`config.mk`:
```
export PLATFORM = sky130hd
export DESIGN_NAME = alu_issue_stage
export DESIGN_NICKNAME = d
export VERILOG_FILES = /design/src/rtl/alu_issue_stage.sv
export SDC_FILE = /design/constraint.sdc
export NUM_CORES = 1
export LEC_CHECK = 0
export BUFFER_PORTS_ARGS = -buffer_cell sky130_fd_sc_hd__buf_2
export CAP_MARGIN = 5
export CORE_MARGIN = 1.5
export CORE_UTILIZATION = 35
export CTS_BUF_LIST = sky130_fd_sc_hd__clkbuf_2
export CTS_CLUSTER_DIAMETER = 40
export DETAILED_ROUTE_END_ITERATION = 8
export PLACE_DENSITY = 0.56
export SLEW_MARGIN = 20
export SYNTH_ARGS = -nofsm -noshare
export SYNTH_HDL_FRONTEND = slang
export SYNTH_SLANG_ARGS = --single-unit
```
`constraint.sdc`:
```
create_clock -name clk -period 6.1 [get_ports clk]
set_input_delay 0.305 -clock clk [delete_from_list [all_inputs] [get_ports clk]]
set_output_delay 0.305 -clock clk [all_outputs]
set_load 0.005 [all_outputs]
```
`src/rtl/alu_issue_stage.sv`:
```
// alu_issue_stage: ID/EX boundary buffer feeding the ALU.
// Two-entry queue (head drives the ALU, skid catches one extra op), operand
// bypass from EX/MEM and MEM/WB at capture, writeback snooping for held
// entries, load-use hazard back-pressure and synchronous flush.

`ifndef REGISTER_WIDTH
`define REGISTER_WIDTH 32
`endif

module alu_issue_stage #(
    parameter int WIDTH    = `REGISTER_WIDTH,
    parameter int REG_BITS = 5
) (
    input  logic                clk,
    input  logic                reset,
    input  logic                flush,
    // decode side
    input  logic                dec_valid,
    output logic                dec_ready,
    input  logic [WIDTH-1:0]    dec_a,
    input  logic [WIDTH-1:0]    dec_b,
    input  logic [REG_BITS-1:0] dec_rs,
    input  logic [REG_BITS-1:0] dec_rt,
    input  logic [WIDTH-1:0]    dec_imm,
    input  logic                dec_use_imm,
    input  logic [2:0]          dec_ctrl,
    input  logic [REG_BITS-1:0] dec_rd,
    input  logic                dec_reg_write,
    // EX/MEM producer
    input  logic                exm_we,
    input  logic [REG_BITS-1:0] exm_rd,
    input  logic [WIDTH-1:0]    exm_data,
    input  logic                exm_is_load,
    // MEM/WB writeback
    input  logic                wb_we,
    input  logic [REG_BITS-1:0] wb_rd,
    input  logic [WIDTH-1:0]    wb_data,
    // ALU side
    output logic                ex_valid,
    input  logic                ex_ready,
    output logic [WIDTH-1:0]    alu_a,
    output logic [WIDTH-1:0]    alu_b,
    output logic [2:0]          alu_ctrl,
    output logic [REG_BITS-1:0] ex_rd,
    output logic                ex_reg_write
);

    typedef enum logic [1:0] {
        EMPTY = 2'd0,
        ONE   = 2'd1,
        TWO   = 2'd2
    } state_t;

    // Source indices are kept with the operands so a held entry can keep
    // picking up writebacks until it issues.
    typedef struct packed {
        logic [WIDTH-1:0]    a;
        logic [WIDTH-1:0]    b;
        logic [REG_BITS-1:0] rs;
        logic [REG_BITS-1:0] rt;
        logic                use_imm;
        logic [2:0]          ctrl;
        logic [REG_BITS-1:0] rd;
        logic                reg_write;
    } entry_t;

    state_t state;
    state_t state_next;
    entry_t head;
    entry_t skid;
    entry_t head_snoop;
    entry_t skid_snoop;
    entry_t new_entry;
    logic   hazard;
    logic   push;
    logic   pop;

    // Operand value at capture: register 0 reads zero, then the youngest
    // in-flight producer wins. A load in EX/MEM has no data yet and is
    // never forwarded (the hazard term stalls instead).
    function automatic logic [WIDTH-1:0] bypass(
        input logic [REG_BITS-1:0] idx,
        input logic [WIDTH-1:0]    reg_val,
        input logic                e_we,
        input logic                e_load,
        input logic [REG_BITS-1:0] e_rd,
        input logic [WIDTH-1:0]    e_data,
        input logic                w_we,
        input logic [REG_BITS-1:0] w_rd,
        input logic [WIDTH-1:0]    w_data
    );
        if (idx == '0)
            return '0;
        else if (e_we && !e_load && e_rd == idx)
            return e_data;
        else if (w_we && w_rd == idx)
            return w_data;
        else
            return reg_val;
    endfunction

    // A held entry whose source register is being written back takes the
    // new value; an immediate b operand is never overwritten.
    function automatic entry_t snoop(
        input entry_t              e,
        input logic                w_we,
        input logic [REG_BITS-1:0] w_rd,
        input logic [WIDTH-1:0]    w_data
    );
        entry_t r;
        r = e;
        if (w_we && w_rd != '0) begin
            if (e.rs == w_rd)
                r.a = w_data;
            if (!e.use_imm && e.rt == w_rd)
                r.b = w_data;
        end
        return r;
    endfunction

    // Hazard detect, capture bypass and writeback snoop of both held entries.
    always_comb begin
        hazard = dec_valid && exm_we && exm_is_load && (exm_rd != '0) &&
                 ((exm_rd == dec_rs) || (!dec_use_imm && exm_rd == dec_rt));

        new_entry.a         = bypass(dec_rs, dec_a, exm_we, exm_is_load, exm_rd,
                                     exm_data, wb_we, wb_rd, wb_data);
        new_entry.b         = dec_use_imm ? dec_imm :
                              bypass(dec_rt, dec_b, exm_we, exm_is_load, exm_rd,
                                     exm_data, wb_we, wb_rd, wb_data);
        new_entry.rs        = dec_rs;
        new_entry.rt        = dec_rt;
        new_entry.use_imm   = dec_use_imm;
        new_entry.ctrl      = dec_ctrl;
        new_entry.rd        = dec_rd;
        new_entry.reg_write = dec_reg_write;

        head_snoop = snoop(head, wb_we, wb_rd, wb_data);
        skid_snoop = snoop(skid, wb_we, wb_rd, wb_data);
    end

    // Occupancy state register.
    // NOTE: sequential state uses non-blocking assignments so every flop
    // samples pre-edge values regardless of block ordering.
    always_ff @(posedge clk or posedge reset) begin
        if (reset)
            state <= EMPTY;
        else
            state <= state_next;
    end

    // Next occupancy: flush overrides any transfer in the same cycle.
    // NOTE: default assignment first so no path through the case leaves
    // state_next unassigned and infers a latch.
    always_comb begin
        state_next = state;
        if (flush) begin
            state_next = EMPTY;
        end else begin
            unique case (state)
                EMPTY: if (push) state_next = ONE;
                ONE: begin
                    if (push && !pop)
                        state_next = TWO;
                    else if (pop && !push)
                        state_next = EMPTY;
                end
                TWO:   if (pop) state_next = ONE;
                default: state_next = EMPTY;
            endcase
        end
    end

    // Handshake outputs: registered occupancy combined with the live hazard.
    always_comb begin
        ex_valid  = (state != EMPTY);
        dec_ready = (state != TWO) && !hazard;
        push      = dec_valid && dec_ready;
        pop       = ex_valid && ex_ready;
    end

    // Entry storage: held entries snoop every cycle, then moves/loads apply.
    // NOTE: the two entries are reset explicitly because the head drives the
    // ALU outputs directly and those must read zero out of reset.
    always_ff @(posedge clk or posedge reset) begin
        if (reset) begin
            head <= '0;
            skid <= '0;
        end else begin
            head <= head_snoop;
            skid <= skid_snoop;
            if (!flush) begin
                unique case (state)
                    EMPTY: if (push) head <= new_entry;
                    ONE: begin
                        if (push && pop)
                            head <= new_entry;
                        else if (push)
                            skid <= new_entry;
                    end
                    TWO:   if (pop) head <= skid_snoop;
                    default: ;
                endcase
            end
        end
    end

    assign alu_a        = head.a;
    assign alu_b        = head.b;
    assign alu_ctrl     = head.ctrl;
    assign ex_rd        = head.rd;
    assign ex_reg_write = head.reg_write;

endmodule

```
Yosys cells after proc, flatten, opt, wreduce, memory -nomap -nowiden
Index checks and enable logic that the tools add are counted.
{"block": "op_classes", "n_eq_ne": 17, "muxes": 28, "n_bitwise": 2, "n_reduce_logical": 37}
{"cell": "84-bit 2-to-1 mux", "count": 8}
{"cell": "32-bit 2-to-1 mux", "count": 11}
{"cell": "84-bit one-hot mux with 3 select lines", "count": 1}
{"cell": "64-bit 2-to-1 mux", "count": 2}
{"cell": "5-bit == test", "count": 8}
{"cell": "1-bit logical AND", "count": 19}
{"cell": "5-bit zero test", "count": 2}
{"cell": "2-bit 2-to-1 mux", "count": 5}
{"cell": "5-bit nonzero test", "count": 2}
{"cell": "2-bit inequality test (second input constant)", "count": 4}
{"cell": "1-bit zero test", "count": 7}
{"cell": "3-bit inequality test (second input constant)", "count": 2}
{"cell": "2-bit one-hot mux with 3 select lines", "count": 1}
{"cell": "5-bit AND reduction", "count": 1}
{"cell": "4-bit inequality test (second input constant)", "count": 1}
{"cell": "4-bit AND reduction", "count": 1}
{"cell": "3-bit AND reduction", "count": 1}
{"cell": "3-bit nonzero test", "count": 1}
{"cell": "2-bit by 1-bit == test with 1-bit output (second input constant)", "count": 1}
{"cell": "2-bit == test (second input constant)", "count": 1}
{"cell": "2-bit zero test", "count": 1}
{"cell": "1-bit inverter", "count": 2}
{"cell": "2-bit nonzero test", "count": 1}
{"cell": "1-bit logical OR", "count": 1}
{"block": "totals", "reg_bits": 170, "in_bits": 198, "output_inout_bits": 75, "wordCells": 101}

Depth between registers and ports, before layout
{"block": "depth", "word_depth": 13, "ltp_mapped": 9, "ltp_nobuf": 6}

Worst setup path after synthesis
No wires, ideal clock.
{"block": "synth_path", "path_type": "input port to flip-flop", "startpoint": "input wb_rd[1]", "endpoint": "register head, in the netlist alu_a[1]", "setup_time_ps": 126, "t_arrival_ps": 2084, "t_required_ps": 5974, "path_slack_ps": 3890, "cell_stages": 7, "path_buffers": 2, "path_cell_list": "buf_2 -> xnor2_1 -> nand3_1 -> nor4_2 -> buf_6 -> mux2_4 -> a221o_1"}
{"block": "synth_via", "elab_chain_len": 8, "elab_cells_between_ends": 18, "classes_between": "eq/ne: 3; mux: 12; reduce/logical: 3"}
{"item": "start, declared", "line": "36", "rtl": "input logic [REG_BITS-1:0] wb_rd,"}
{"item": "5-bit == test", "line": "96", "rtl": "else if (w_we && w_rd == idx)"}
{"item": "1-bit logical AND", "line": "96"}
{"item": "32-bit 2-to-1 mux", "line": "96"}
{"item": "32-bit 2-to-1 mux", "line": "94", "rtl": "else if (e_we && !e_load && e_rd == idx)"}
{"item": "32-bit 2-to-1 mux", "line": "92", "rtl": "if (idx == '0)"}
{"item": "84-bit 2-to-1 mux, on equally long branches", "line": "196, 194"}
{"item": "84-bit one-hot mux with 3 select lines", "line": "193", "rtl": "unique case (state)"}
{"item": "84-bit 2-to-1 mux (*)", "line": "192", "rtl": "if (!flush) begin"}
{"item": "end signal, assigned", "line": "194", "rtl": "EMPTY: if (push) head <= new_entry;"}
{"item": "end signal, assigned", "line": "197", "rtl": "head <= new_entry;"}
{"item": "end signal, assigned", "line": "201", "rtl": "TWO: if (pop) head <= skid_snoop;"}
{"item": "end, declared", "line": "69", "rtl": "entry_t head;"}
Mark *: on every way between the ends. The rest lies on a longest branch, timed or not. The select of a mux whose other input is x is not followed.
A chain may end at the register's enable or synchronous reset.

Worst setup path after layout
{"block": "layout_path", "startpoint": "input dec_rt[0]", "endpoint": "register head, in the netlist alu_b[25]"}
{"block": "layout_via", "elab_chain_len": 11, "elab_cells_between_ends": 20, "classes_between": "eq/ne: 2; mux: 8; reduce/logical: 10"}
{"item": "start, declared", "line": "23", "rtl": "input logic [REG_BITS-1:0] dec_rt,"}
{"item": "branches (longest 9 deep; another with 84-bit 2-to-1 mux)"}
{"item": "84-bit one-hot mux with 3 select lines (*)", "line": "193"}
{"item": "84-bit 2-to-1 mux (*)", "line": "192"}
Mark *: on every way between the ends. The select of a mux whose other input is x is not followed.

==> reports/metrics.yaml <==
outcome: "completed"
endpoint_kind: "flop"
die_width_um: 180
syn_area_per_cell_um2: 9.76
clock-sinks: 170
cp.arrival_ns: 4.57
combPwrFrac_pct: 36.4
syn_area_mm2: 0.0110
hp-class: "input pin to flop"
grt_pass1_wl_um: 61300
stdcell_count: 1903
numCtsBuffers: 17
r2r-end: "skid[65]"
worstHoldPathCells: 4
io_pins: 273
num_rows: 64
pwr-share-seq_pct: 46.2
dp.cells: 1648
switching_share_pct: 34.5
cts_tree: "built"
dr.pass1.iters: 5
r2r_slack_ns: 2.74
ys_ff_latch: 170
cp.required_ns: 6.77
wl_um: 39300
grt_pass1_vias: 10700
tns_ns: 0
syn-num-nets: 1328
path_clk_slew_ns: 0.30
antenna_left: 0
r2r_start: "skid[16]"
fmax_mhz: 256
root_buffer: "clkbuf_2"
critPathLaunchType: "input pin"
critPathCapture: "alu_b[25]"
startpoint: "dec_rt[0]"
worstMarginPinSlew_ns: 1.11
dp_slack_ns: 2.79
synthCells: 1130
dp_hpwl_um: 24000
grt_max_degree: 74
syn_to_final_growth_pct: 32.0
vias: 10400
power.switching_mw: 1.22
relSlewSlack_pct: 25.7
clock_path_buffers: 2
postSynth.asyncResetShare_pct: 100
drv_cap: 0
grt_overflow: 0
remaining_drc_errors: 0
reg2regPathDepth: 7
crit_fanout: 33
viasPerCell: 5.45
period_share_pct: 64.0
synth_top_cell_area_share_pct: 38.6
power.share.clock_pct: 17.5
final_layout_size_suffix_gt1_share_pct: 27.9
track_usage_pct: 24.0
die_height_um: 180
rsz0062_at_grt: "no"
internal-power_mw: 2.31
first_iter_violations: 741
finalHoldViolations: 0
maxSlewViolCount: 0
setup_viol_count_final: 0
gp_congestion: 0.835
port_buffers: 272
ys_top_cells_by_area: "dfrtp_1 39%, mux2i_1 8.7%, buf_4 5.5%"
ys_warn_count: 0
p_total_mw: 3.53
core_mm2: 0.0308
fin_ws_ns: 2.19
initial_core_util_pct: 35.8
power_density_mw_per_mm2: 242
p_leak_nw: 6.40
vdd_ir_drop_max_v: 0.0000988
crit_type: "input pin to flop"
h-tree-depth: 4
synth_edf_count: 0
finalClockSkew_ns: 0.0695
clock_latency_ns: 0.78
synth.distinct_cells: 46
die_area_mm2: 0.0326
wire_per_inst_um: 20.7
antenna_found_initial: 4
num-nets-final: 1689
cts_resized: 0
ys_seq_area_share_pct: 38.6
fin_crit_ns: 3.91
yosysTopAreaCell: "dfrtp_1"
ys.flop_type: "dfrtp_1"
## worst min-delay path by stage
stage | from | to | slack [ns]
4_1_cts | dec_b[2] | skid[22] | 0.002
5_1_grt | dec_b[2] | skid[22] | 0.003
3_3_place_gp | reset | alu_a[7] | 0.35
2_1_floorplan | flush | state[0] | 0.37
6_report | dec_a[24] | alu_a[24] | 0.07
3_5_place_dp | reset | alu_a[7] | 0.34
## layer usage
layer / global-route usage (%) / up-vias / wire [um]
met3: 3.98 / 56 / 2000
met4: 7.33 / 2 / 781
li1: - / 4767 / -
met5: 0 / - / 7
met2: 39.2 / 395 / 18400
met1: 32.4 / 5156 / 18200
## power groups by stage
stage	sequential [mW]	combinational, mW	clock [mW]
after floorplan	1.60	0.825	0
final	1.63	1.28	0.616
after global placement	1.64	1.01	0
after CTS	1.62	1.27	0.628
after global routing	1.67	1.41	0.672
after detailed placement	1.65	1.04	0
## flip-flops by register name, indices dropped and copies added, names as in the netlist
register      count
state             2
head             11
skid             84
alu_b            32
alu_a            32
alu_ctrl          3
ex_reg_write      1
ex_rd             5
## worst max-delay path: stages
cell and delay [ns]:
dlygate4sd3_1 0.54, buf_2 0.18, xnor2_1 0.18, nand2_2 0.53, or2_2 0.87, a211oi_1 0.43
a2bb2oi_1 0.21, dlygate4sd3_1 0.59, o221ai_1 0.12, dlygate4sd3_1 0.61
## per-stage QoR
step | hold slack, ns | util (%) | cell area [um^2]
after global placement | 0.346 | 39.2 | 12100
final | 0.0654 | 47.2 | 14600
after floorplan | 0.368 | - | 11000
after CTS | 0.00186 | 47.0 | 14500
after detailed placement | 0.342 | 39.2 | 12100
after global routing | 0.00318 | 47.2 | 14500
## synth_stat cells (33+ instances only)
| library cell | number |
|---|---|
| dfrtp_1 | 170 |
| nor2_1 | 122 |
| mux2i_1 | 96 |
| buf_4 | 81 |
| a21oi_1 | 67 |
| nand2_1 | 59 |
| a221o_1 | 52 |
| clkbuf_1 | 49 |
| mux2_2 | 43 |
| nor3_1 | 40 |
| inv_1 | 33 |
| o21ai_0 | 33 |
## layout by cell type (no fill, tap or decap), types with 5 or more instances in the layout
cell type / count
a211oi_1: 32
a21oi_1: 66
a221o_1: 52
a2bb2oi_1: 32
buf_2: 272
buf_4: 17
clkbuf_2: 18
dfrtp_1: 170
dlygate4sd3_1: 217
inv_1: 32
inv_6: 5
inv_8: 5
mux2_1: 11
mux2_2: 43
mux2_4: 30
mux2i_1: 96
nand2_1: 57
nor2_1: 120
nor3_1: 40
o21ai_0: 33
o221ai_1: 32
o2bb2ai_1: 32
xnor2_1: 20
xor2_1: 20
## cell families (layout without fill, tap and decap cells)
| logic type | count (synthesis) | after routing | share of synthesized area [%] |
|---|---|---|---|
| xor gates and xnor gates | 40 | 40 | 3.18 |
| AOI/OAI and AO/OA | 289 | 289 | 19.8 |
| DFF | 170 | 170 | 38.6 |
| and+or+nand+nor | 251 | 251 | 9.87 |
| other | 0 | 3 | 0 |
| buffers and inverters | 200 | 574 | 10.2 |
| muxes | 180 | 180 | 18.3 |
## area by class of cell
| cell class | count | area [um^2] |
|---|---|---|
| Fill cell | 2922 | 16300 |
| Multi-Input combinational cell | 760 | 5720 |
| Sequential cell | 170 | 4250 |
| Timing Repair Buffer | 509 | 3730 |
| Tap cell | 396 | 495 |
| Inverter | 33 | 129 |
| Clock inverter | 14 | 128 |
| Clock buffer | 18 | 90.1 |
| Antenna cell | 3 | 7.51 |
## timing repair
item,in CTS,in global routing
buffers inserted,0,0
hold buffers,217,0
hold endpoints to repair,206,0
(Power assumes the default switching activity.)
